`src/rtl/ntt_sequencer.sv`:
```
// Run controller for the streaming NTT pipeline: loads every stage's twiddle RAM
// from one stream, waits for the RAMs to report full, then streams radix-sample frames.
module ntt_sequencer #(
  parameter int W            = 32,
  parameter int radix        = 16,
  parameter int NUM_stages   = $clog2(radix) - 1,
  parameter int FULL_TIMEOUT = 64,
  parameter int DONE_TIMEOUT = radix * 8
) (
  input  logic                                      clk,
  input  logic                                      rst,
  input  logic                                      cfg_go,
  input  logic                                      stop,
  input  logic                                      tw_valid,
  input  logic [W-1:0]                              tw_data,
  output logic                                      tw_ready,
  input  logic                                      smp_valid,
  input  logic [W-1:0]                              smp_data,
  output logic                                      smp_ready,
  output logic [NUM_stages:0]                       write_en_array,
  output logic [NUM_stages:0][W-1:0]                write_data_array,
  output logic [NUM_stages:0][$clog2(radix/2)-1:0]  write_addr_array,
  input  logic [NUM_stages:0]                       full_ram,
  output logic                                      start,
  output logic [W-1:0]                              incoming_data,
  input  logic                                      done,
  output logic                                      loaded,
  output logic                                      busy,
  output logic                                      err_timeout,
  output logic                                      err_underrun,
  output logic [15:0]                               frame_count
);

  localparam int NL   = NUM_stages + 1;
  localparam int AW   = $clog2(radix / 2);
  localparam int SW   = (NL > 1) ? $clog2(NL) : 1;
  localparam int IW   = $clog2(radix);
  localparam int TM0  = (FULL_TIMEOUT > DONE_TIMEOUT) ? FULL_TIMEOUT : DONE_TIMEOUT;
  localparam int TMAX = (TM0 > radix) ? TM0 : radix;
  localparam int CW   = $clog2(TMAX + 1);

  localparam logic [SW-1:0] LAST_STG  = SW'(NUM_stages);
  localparam logic [IW-1:0] IDX_LAST  = IW'(radix - 1);
  localparam logic [CW-1:0] LOAD_LAST = CW'(radix - 1);
  localparam logic [CW-1:0] FULL_LAST = CW'(FULL_TIMEOUT - 1);
  localparam logic [CW-1:0] DONE_LAST = CW'(DONE_TIMEOUT - 1);

  typedef enum logic [2:0] {
    S_IDLE, S_LOAD, S_WAIT_FULL, S_RUN, S_DRAIN, S_ERROR
  } state_t;

  state_t        state, next_state;
  logic [SW-1:0] stg;
  logic [AW-1:0] addr;
  logic [IW-1:0] idx;
  logic [CW-1:0] cnt;
  logic          stop_q;
  logic          tw_hs, smp_hs, stop_any;

  // Last address of a stage's RAM; the final stage has the same depth as the one before it.
  function automatic logic [AW-1:0] depth_last(input logic [SW-1:0] s);
    int d;
    if (s == LAST_STG) d = radix >> NUM_stages;
    else               d = radix >> (int'(s) + 1);
    return AW'(d - 1);
  endfunction

  assign stop_any = stop || stop_q;

  always_ff @(posedge clk) begin
    if (rst) state <= S_IDLE;
    else     state <= next_state;
  end

  always_comb begin
    next_state = state;
    tw_hs      = 1'b0;
    smp_hs     = 1'b0;
    case (state)
      S_IDLE:  if (cfg_go) next_state = S_LOAD;
      S_LOAD: begin
        tw_hs = tw_valid && tw_ready;
        if (tw_hs && cnt == LOAD_LAST) next_state = S_WAIT_FULL;
      end
      S_WAIT_FULL: begin
        if (&full_ram)              next_state = S_RUN;
        else if (cnt == FULL_LAST)  next_state = S_ERROR;
      end
      S_RUN: begin
        smp_hs = smp_valid && smp_ready;
        // Between frames the index parks at 0; that is the only safe place to stop.
        if (idx == '0 && !smp_hs) begin
          if (stop_any) next_state = S_IDLE;
        end else if (idx == IDX_LAST) begin
          next_state = S_DRAIN;
        end
      end
      S_DRAIN: begin
        if (done)                   next_state = stop_any ? S_IDLE : S_RUN;
        else if (cnt == DONE_LAST)  next_state = S_ERROR;
      end
      S_ERROR: if (cfg_go) next_state = S_LOAD;
      default: next_state = S_IDLE;
    endcase
  end

  always_ff @(posedge clk) begin
    if (rst) begin
      tw_ready         <= 1'b0;
      smp_ready        <= 1'b0;
      start            <= 1'b0;
      busy             <= 1'b0;
      loaded           <= 1'b0;
      err_timeout      <= 1'b0;
      err_underrun     <= 1'b0;
      frame_count      <= '0;
      write_en_array   <= '0;
      write_data_array <= '0;
      write_addr_array <= '0;
      incoming_data    <= '0;
      stg              <= '0;
      addr             <= '0;
      idx              <= '0;
      cnt              <= '0;
      stop_q           <= 1'b0;
    end else begin
      // Control outputs are decoded from the next state so they line up with it.
      tw_ready       <= (next_state == S_LOAD);
      smp_ready      <= (next_state == S_RUN);
      start          <= (next_state == S_RUN) || (next_state == S_DRAIN);
      busy           <= (next_state != S_IDLE) && (next_state != S_ERROR);
      write_en_array <= '0;
      incoming_data  <= '0;

      if (next_state != state)
        cnt <= '0;
      else if ((state == S_LOAD && tw_hs) || state == S_WAIT_FULL || state == S_DRAIN)
        cnt <= cnt + 1'b1;

      if (next_state == S_LOAD && state != S_LOAD) begin
        stg          <= '0;
        addr         <= '0;
        loaded       <= 1'b0;
        err_timeout  <= 1'b0;
        err_underrun <= 1'b0;
      end

      if (tw_hs) begin
        write_en_array   <= NL'(1) << stg;
        write_data_array <= {NL{tw_data}};
        write_addr_array <= {NL{addr}};
        if (addr == depth_last(stg)) begin
          addr <= '0;
          stg  <= stg + 1'b1;
        end else begin
          addr <= addr + 1'b1;
        end
      end

      if (state == S_WAIT_FULL && next_state == S_RUN) loaded <= 1'b1;
      if (next_state == S_ERROR && state != S_ERROR)   err_timeout <= 1'b1;

      if (smp_hs) incoming_data <= smp_data;
      // A missing sample mid-frame still consumes its slot: the pipeline has no valid bit.
      if (state != S_RUN) begin
        idx <= '0;
      end else if (smp_hs || idx != '0) begin
        idx <= idx + 1'b1;
        if (!smp_hs) err_underrun <= 1'b1;
      end

      if (state == S_DRAIN && done) frame_count <= frame_count + 16'd1;

      if (next_state == S_IDLE)
        stop_q <= 1'b0;
      else if ((state == S_RUN || state == S_DRAIN) && stop)
        stop_q <= 1'b1;
    end
  end

endmodule

```
`config.mk`:
```
export PLATFORM = sky130hd
export DESIGN_NAME = ntt_sequencer
export DESIGN_NICKNAME = d
export VERILOG_FILES = /design/src/rtl/ntt_sequencer.sv
export SDC_FILE = /design/constraint.sdc
export NUM_CORES = 1
export LEC_CHECK = 0
export ABC_AREA = 1
export BUFFER_PORTS_ARGS = -buffer_cell sky130_fd_sc_hd__clkbuf_2
export CAP_MARGIN = 30
export CORE_MARGIN = 3
export CORE_UTILIZATION = 49
export DETAILED_ROUTE_END_ITERATION = 10
export GPL_TIMING_DRIVEN = 0
export MAX_ROUTING_LAYER = met4
export PLACE_DENSITY = 0.85
export SLEW_MARGIN = 5
export SYNTH_ARGS = -nofsm -noshare
export SYNTH_HDL_FRONTEND = slang
export SYNTH_SLANG_ARGS = --single-unit
```
`constraint.sdc`:
```
create_clock -name clk -period 3.3 [get_ports clk]
set_input_delay 0.66 -clock clk [delete_from_list [all_inputs] [get_ports clk]]
set_output_delay 0.66 -clock clk [all_outputs]
set_load 0.005 [all_outputs]
```
==> qor.yml, run 1 <==
finalSetupViolCount: 0
synth_area_mm2: 0.00532
fin_crit_ns: 1.99
pre_cts_ws_ns: 1.24
maxCapViolCount: 0
cts_resized: 0
grt_usage_pct: 23.0
finalClockSkew_ns: 0.0126
htree_levels: 4
nNetsFinal: 1062
hold_buffers: 0
drv_slew: 0
max_freq_mhz: 504
core.rowCount: 37
nFillCells: 892
timing.hold.ws_ns: 0.343
die_x_um: 110
cp-start-kind: "flop"
status: "completed"
ant_nets: 0
power_frac_seq_pct: 40.1
critPathKind: "flop to flop"
yosysSeqAreaShare_pct: 43.2
antenna_found_initial: 0
die_area_mm2: 0.0122
synth_top_area_share_pct: 43.2
power_frac_clock_pct: 51.0
p_sw_share_pct: 23.3
register_area_mm2: 0.00230
worstPathRequired_ns: 3.68
syn_nets: 771
drt_iter0_drc: 243
start_util_pct: 50.9
vias: 5012
critical_path_arrival_ns: 2.36
pin_count: 274
antenna_cells: 0
yosys_register_bits: 115
fin_setup_tns_ns: 0
grt_pass1_wl_um: 21200
clockBufferDepth: 2
grt_max_degree: 17
combPwrFrac_pct: 9.0
internal_power_mw: 2.77
hold_class: "input port to flop"
rsz0062_at_grt: "false"
place.gp.congestion: 0.887
power_density_mw_per_mm2: 484
numCtsBuffers: 17
clkSinkCount: 115
worstMarginPinSlew_ns: 0.500
cts_root_buf: "clkbuf_8"
drtPass1Iterations: 5
drc: 0
synth_warnings: 0
viasPerCell: 4.45
synth_top_area_cell: "dfxtp_1"
dp_hpwl_um: 11000
overflow: 0
fin_ws_ns: 1.31
post-route-period-util_pct: 60.2
layout_common_cells: "clkbuf_2 (272), nor2_1 (134), dfxtp_1 (115)"
switchingPower_mw: 0.844
drt_wl_total_um: 13800
final_common_cell: "clkbuf_2"
die_h_um: 110
routedWlPerCell_um: 12.3
critPathMaxFanout: 5
final_hold_viol_count: 0
cts_tree: "yes"
coreArea_mm2: 0.0105
synth.area.top_cells: "dfxtp_1 (43%), buf_4 (15%), nor2_1 (9.4%), inv_1 (5.4%), o21ai_0 (4.5%)"
drive_gt1_share_pct: 45.7
power_mw: 3.61
syn_inst: 687
ir_drop_mv: 0.365
port_buffers: 272
clk_pin_slew_ns: 0.06
p_leak_nw: 4.09
endpoint_kind: "flop"
cts_setup_buffers: 0
clk_latency_ns: 0.51
synth.avg_cell_area_um2: 7.75
multiInputGateArea_mm2: 0.00184
syn_to_final_growth_pct: 40.1
synth.distinct_cells: 32
grt_pass1_vias: 4577
slew_headroom_pct: 66.7
## metal layers
metal	GRT usage (%)	part of all wire [%]
met1	24.5	38
met2	40.9	52
met3	6.87	9.2
met4	7.04	0.58
met5	-	0
## cells in the mapped netlist, drive strengths merged
master / instances
a21oi: 35
and2: 1
buf: 112
clkbuf: 11
dfxtp: 115
ha: 9
inv: 83
nand2: 68
nand3: 26
nand3b: 2
nand4: 8
nor2: 147
nor3: 10
nor4: 1
o21a: 3
o21ai: 48
or2: 1
xnor2: 2
xor2: 5
## kinds of logic (layout without fill, tap and decap cells)
group,Yosys count,after routing,share of synthesized area [%]
compound gates,86,86,8.37
xor+xnor,7,7,1.15
fa+ha+maj,9,9,2.12
buf+inv,206,510,22.2
flops,115,115,43.2
simple gates,264,264,22.9
## power groups by stage
stage	logic [mW]	registers [mW]	clock network, mW
2_1_floorplan	0.176	1.47	0
3_3_place_gp	0.322	1.48	0
3_5_place_dp	0.327	1.48	0
4_1_cts	0.328	1.45	1.88
5_1_grt	0.364	1.45	1.94
6_report	0.324	1.45	1.84
## worst max-delay path, stage by stage (launching register included)
cell and delay, ns:
dfxtp_1 0.37, ha_1 0.20, nand2_1 0.11, nor2_2 0.19
nand2_1 0.10, nand2_1 0.06, nand2_1 0.05, nand2_1 0.06
nand3_1 0.08, a21oi_1 0.25, inv_1 0.10, nor4_1 0.29
## cell type report
cell class / count / share of cell area, %
Tap cell: 136 / 2.28
Clock buffer: 18 / 5.74
Timing Repair Buffer: 272 / 18.2
Clock inverter: 14 / 2.38
Multi-Input combinational cell: 366 / 24.6
Sequential cell: 115 / 30.9
Buffer: 123 / 11.7
Inverter: 83 / 4.21
## per-stage QoR
step / util, % / instances / area [um^2]
floorplan: - / 687 / 5320
global placement: 65.5 / 1095 / 6860
detailed placement: 65.5 / 1095 / 6860
CTS: 71.3 / 1127 / 7460
global route: 71.3 / 1127 / 7460
finish: 71.3 / 1127 / 7460
## final timing paths
path / slack, ns / endpoint / cells after the start / from
max: 1.31 / tw_ready / 11 / cnt[0]
min: 0.34 / incoming_data[4] / 3 / smp_data[4]
max reg2reg: 1.31 / tw_ready / 11 / cnt[0]
min reg2reg: 0.46 / err_underrun / 2 / err_underrun
## registers in the layout (all words and copies together) (netlist names), 3 cells and up
| name | cells |
|---|---|
| frame_count | 16 |
| idx | 4 |
| write_data_array | 32 |
| addr | 3 |
| incoming_data | 32 |
| write_en_array | 4 |
| state | 3 |
| write_addr_array | 3 |
| cnt | 8 |
(Power assumes the default switching activity.)
==> run 2, diff against run 1 <==
CORE_UTILIZATION = 46   (was 49)
PLACE_DENSITY = 0.8   (was 0.85)
clock period = 1.83 ns   (was 3.3 ns; I/O delays follow)
==> run 2 against run 1 <==
Compared with the run above: die area up 6.2%; clock power up 83%; sequential power up 80%; register-to-register slack worse by 1.2 ns; via count up 2.0%; core utilization down 2.8 points; first-iteration DRC count up 32%; count of clock-buffer cells in the layout up 2; cell area up 1.8%; critical path type unchanged.
==> qor.yml, run 2 (synthesized netlist as in run 1, its figures left out) <==
status: "completed"
dp_hpwl_um: 11300
critPathMaxFanout: 6
crit_path_start: "state[0]"
final_hold_viol_count: 0
ir_drop_mv: 0.773
power_density_mw_per_mm2: 869
drc: 0
instances_no_fill: 1135
finalSetupViolCount: 0
clk_pin_slew_ns: 0.06
switchingPower_mw: 1.50
post-route-period-util_pct: 96.3
combPwrFrac_pct: 9.4
power_mw: 6.60
pre_cts_ws_ns: -0.0953
r2r_slack_ns: 0.07
final_common_cell: "clkbuf_2"
critical_path_arrival_ns: 2.04
design_area_mm2: 0.00759
slew_headroom_pct: 67.3
syn_to_final_growth_pct: 42.7
overflow: 0
drt_wl_total_um: 14700
grt_pass1_vias: 4676
reg2reg_depth: 10
layout_common_cells: "clkbuf_2 (275), nor2_1 (132), buf_4 (110)"
hold_path_depth: 3
viasPerCell: 4.50
cts_tree: "yes"
grt_pass1_wl_um: 22800
finish.utilization_pct: 68.6
critPathKind: "flop to flop"
hold_class: "input port to flop"
antenna_cells: 0
place.gp.congestion: 0.873
htree_levels: 4
die_area_mm2: 0.0129
die_x_um: 114
nNetsFinal: 1066
start_util_pct: 48.1
r2r-start: "state[0]"
r2r_end: "tw_ready"
rsz0062_at_grt: "true"
fin_crit_ns: 1.76
coreArea_mm2: 0.0111
internal_power_mw: 5.10
routedWlPerCell_um: 12.9
p_leak_nw: 4.14
port_buffers: 272
maxCapViolCount: 0
power_frac_seq_pct: 39.6
endpoint_kind: "flop"
drive_gt1_share_pct: 47.9
max_freq_mhz: 568
worstMarginPinSlew_ns: 0.491
clk_latency_ns: 0.40
biggestRegsByFlops: "incoming_data: 32 flops, write_data_array: 32 flops, frame_count: 16 flops"
worstPathRequired_ns: 2.11
antenna_found_initial: 0
finalClockSkew_ns: 0.00962
dpl.cell_count: 1099
clkSinkCount: 115
power_frac_clock_pct: 51.0
vias: 5112
cts_root_buf: "clkbuf_16"
whs_endpoint: "incoming_data[3]"
fin_ws_ns: 0.0679
die_h_um: 114
clockBufferDepth: 2
cp-start-kind: "flop"
core.rowCount: 38
numCtsBuffers: 17
drtPass1Iterations: 4
worstHoldStart: "smp_data[3]"
p_sw_share_pct: 22.7
ant_nets: 0
place_area_mm2: 0.00686
grt_max_degree: 17
pin_count: 274
grt_usage_pct: 22.8
drv_slew: 0
drt_iter0_drc: 320
[run 2: critical path, cell delays in order (launching register included)]
cell and delay (ns):
dfxtp_2 0.43, inv_4 0.08, nor3_4 0.19, buf_4 0.18
nand2_1 0.06, nand2_1 0.07, nor2_2 0.05, nand2_1 0.08
inv_2 0.08, buf_4 0.14, nor4_1 0.29
[run 2: repair_timing]
action                                  CTS  global route
setup buffers                             1             3
hold endpoints to repair                  0             0
endpoints found under the setup margin   13            65
gates resized for setup                   6            25
pin swaps                                 2             7
hold buffers                              0             0
[run 2: per-layer routing]
| layer | vias up | GRT usage (%) | share of wire, % |
|---|---|---|---|
| met1 | 2277 | 24.8 | 40 |
| met3 | 12 | 6.42 | 8.0 |
| met2 | 204 | 40.0 | 51 |
| met4 | 0 | 7.37 | 1.2 |
| met5 | - | - | 0 |
| li1 | 2619 | - | - |
[run 2: final cells by class]
cell class	count	area (um^2)
multi-input cells	366	1920
clock buffers	20	457
clock inverters	12	156
fillers	932	3480
inverters	83	314
flip-flops and latches	115	2310
well taps	140	175
repair buffers	276	1390
plain buffers	123	873
[run 2: power by group through the flow]
stage / clock (mW) / sequential (mW) / combinational [mW]
final: 3.37 / 2.61 / 0.621
after global routing: 3.57 / 2.62 / 0.683
after CTS: 3.43 / 2.61 / 0.605
after detailed placement: 0 / 2.67 / 0.597
after global placement: 0 / 2.66 / 0.588
after floorplan: 0 / 2.65 / 0.318
[run 2: worst max path at each step]
stage / slack [ns] / to
after floorplan: 0.17 / cnt[1]
after detailed placement: -0.1 / cnt[7]
after CTS: 0.009 / cnt[5]
after global routing: -0.07 / tw_ready
final: 0.07 / tw_ready
after global placement: -0.08 / cnt[7]
[run 2: per-stage QoR]
step           TNS (ns)  hold WS, ns
2_1_floorplan         0        0.450
3_3_place_gp     -0.676        0.454
3_5_place_dp     -0.795        0.457
4_1_cts               0        0.140
5_1_grt          -0.393        0.149
6_report              0        0.159
==> run 3, diff against run 2 <==
CORE_UTILIZATION = 47   (was 46)
CTS_BUF_LIST = sky130_fd_sc_hd__clkbuf_2 sky130_fd_sc_hd__clkbuf_4 sky130_fd_sc_hd__clkbuf_8   (was not set)
PLACE_DENSITY = 0.81   (was 0.8)
==> run 3 against run 2 <==
Compared with the run above: the flow now finishes with violations (negative setup slack); cell area fell by 0.35%; critical path type unchanged; register-to-register slack got worse by 0.09 ns; global-route usage rose by 0.21 points; maximum frequency fell by 4.8%; first-iteration DRC count rose by 1.3%; clock power fell by 26%; non-clock buffer count rose by 10; sequential cell count did not move; critical path depth rose by 3; cell count rose by 0.88%; via count rose by 2.6%; sequential power barely moved.
==> qor.yml, run 3 (synthesized netlist as in run 1, its figures left out) <==
cp-start-kind: "flop"
status: "finished, violations left"
port_buffers: 272
worstPathRequired_ns: 2.13
routedWlPerCell_um: 13.0
hold_path_depth: 3
grt_usage_pct: 23.0
power_mw: 5.75
cts_tree: "yes"
final_common_cell: "clkbuf_2"
dp_hpwl_um: 11300
clockBufferDepth: 2
final_hold_viol_count: 0
critical_path_arrival_ns: 2.15
endpoint_kind: "flop"
clk_latency_ns: 0.41
power_density_mw_per_mm2: 760
path_cells: "ha_4, nand2_2, nor2_4, nand2_1, nand2_1, nand2_1, nand2_1, nand3_2, a21oi_4, buf_4, nand3_1, nand2_2, nor2_1"
clk_pin_slew_ns: 0.07
grt_pass1_wl_um: 22700
whs_endpoint: "incoming_data[26]"
die_x_um: 112
maxCapViolCount: 0
finalSetupViolCount: 5
nNetsFinal: 1076
drive_gt1_share_pct: 49.3
p_leak_nw: 4.11
place_area_mm2: 0.00686
ir_drop_mv: 0.631
hold_class: "input port to flop"
clkSinkCount: 115
viasPerCell: 4.58
place.gp.congestion: 0.896
slew_headroom_pct: 64.0
reg2reg_depth: 13
r2r_end: "busy"
slowest_stage: "dfxtp_4"
start_util_pct: 48.7
drv_slew: 0
die_h_um: 112
finalClockSkew_ns: 0.00843
vias: 5247
dpl.cell_count: 1099
layout_common_cells: "clkbuf_2 (274), nor2_1 (132), buf_4 (120)"
die_area_mm2: 0.0126
cpMostUsedCell: "nand2_1"
r2r-start: "cnt[0]"
numCtsBuffers: 17
coreArea_mm2: 0.0109
grt_pass1_vias: 4755
design_area_mm2: 0.00757
pin_count: 274
fin_crit_ns: 1.85
antenna_found_initial: 0
crit_family: "simple AND/OR/NAND/NOR gates"
post-route-period-util_pct: 101
max_freq_mhz: 540
drt_wl_total_um: 14900
rsz0062_at_grt: "true"
critPathMaxStageDelay_ns: 0.37
core.rowCount: 38
grt_max_degree: 17
drtPass1Iterations: 4
worstHoldStart: "smp_data[26]"
critPathBufInv: 1
biggestRegsByFlops: "incoming_data: 32 flops, write_data_array: 32 flops, frame_count: 16 flops"
critPathKind: "flop to flop"
hold_buffers: 0
ant_nets: 0
drc: 0
r2r_slack_ns: -0.02
instances_no_fill: 1145
worstMarginPinSlew_ns: 0.540
critPathMaxFanout: 5
drt_iter0_drc: 324
syn_to_final_growth_pct: 42.2
overflow: 0
cts_root_buf: "clkbuf_8"
antenna_cells: 0
fin_ws_ns: -0.0211
htree_levels: 4
violations: "negative setup slack"
[run 3: cell types whose count changed in the layout (fill, tap and decap cells not counted), moves of 3 or more]
| cell | previous run | this run |
|---|---|---|
| clkinv_4 | 3 | 0 |
| buf_4 | 110 | 120 |
| clkbuf_16 | 17 | 0 |
| clkbuf_8 | 2 | 20 |
| dfxtp_4 | 1 | 4 |
[run 3: worst register-to-register path, delay by kind of cell, from the launching register on]
kind            cells  cell delay, ns
flops               1            0.37
simple gates       10            0.93
fa+ha+maj           1            0.14
compound gates      1            0.17
buf+inv             1            0.13
[run 3: timing repair]
item / in CTS / in global routing
endpoints found under the setup margin: 19 / 57
setup buffers: 0 / 14
pin swaps: 1 / 14
resized for setup: 9 / 41
[run 3: area by class of cell]
| cell class | instances | area [um^2] |
|---|---|---|
| tap | 140 | 175 |
| inverter | 83 | 322 |
| fill | 930 | 3370 |
| timing repair buffer | 286 | 1470 |
| sequential | 115 | 2320 |
| clock inverter | 12 | 153 |
| clock buffer | 20 | 275 |
| multi-input combinational | 366 | 1980 |
| buffer | 123 | 872 |
[run 3: stage by stage]
step                      setup WS (ns)  setup TNS (ns)  hold WS, ns  util, %
after floorplan                   0.169               0        0.450        -
after detailed placement        -0.0970          -0.811        0.460     62.7
after CTS                       0.00648               0        0.117     66.9
after global routing             -0.112           -1.16        0.113     69.2
final                           -0.0211         -0.0446        0.143     69.2
after global placement          -0.0884          -0.615        0.449     62.7
[run 3: worst max path at each step]
stage | startpoint | endpoint | slack, ns | cells past startpoint
after detailed placement | cnt[0] | tw_ready | -0.1 | 11
after global placement | cnt[0] | tw_ready | -0.09 | 11
after floorplan | cnt[0] | cnt[1] | 0.17 | 12
after CTS | state[2] | frame_count[14] | 0.006 | 10
after global routing | cnt[1] | cnt[1] | -0.11 | 12
final | cnt[0] | busy | -0.02 | 13
[run 3: layer usage]
layer,up-vias,GRT usage (%),share of wire [%]
met2,226,40.6,53
met1,2356,25.6,38
met3,17,6.42,7.7
li1,2648,-,-
met4,0,5.77,1.1
met5,-,-,0
[run 3: where the power goes]
part	total [mW]	switching (mW)	internal (mW)	leakage [nW]
clock	2.49	1.03	1.46	0.208
sequential	2.61	0.0627	2.54	0.933
combinational	0.655	0.300	0.355	2.97
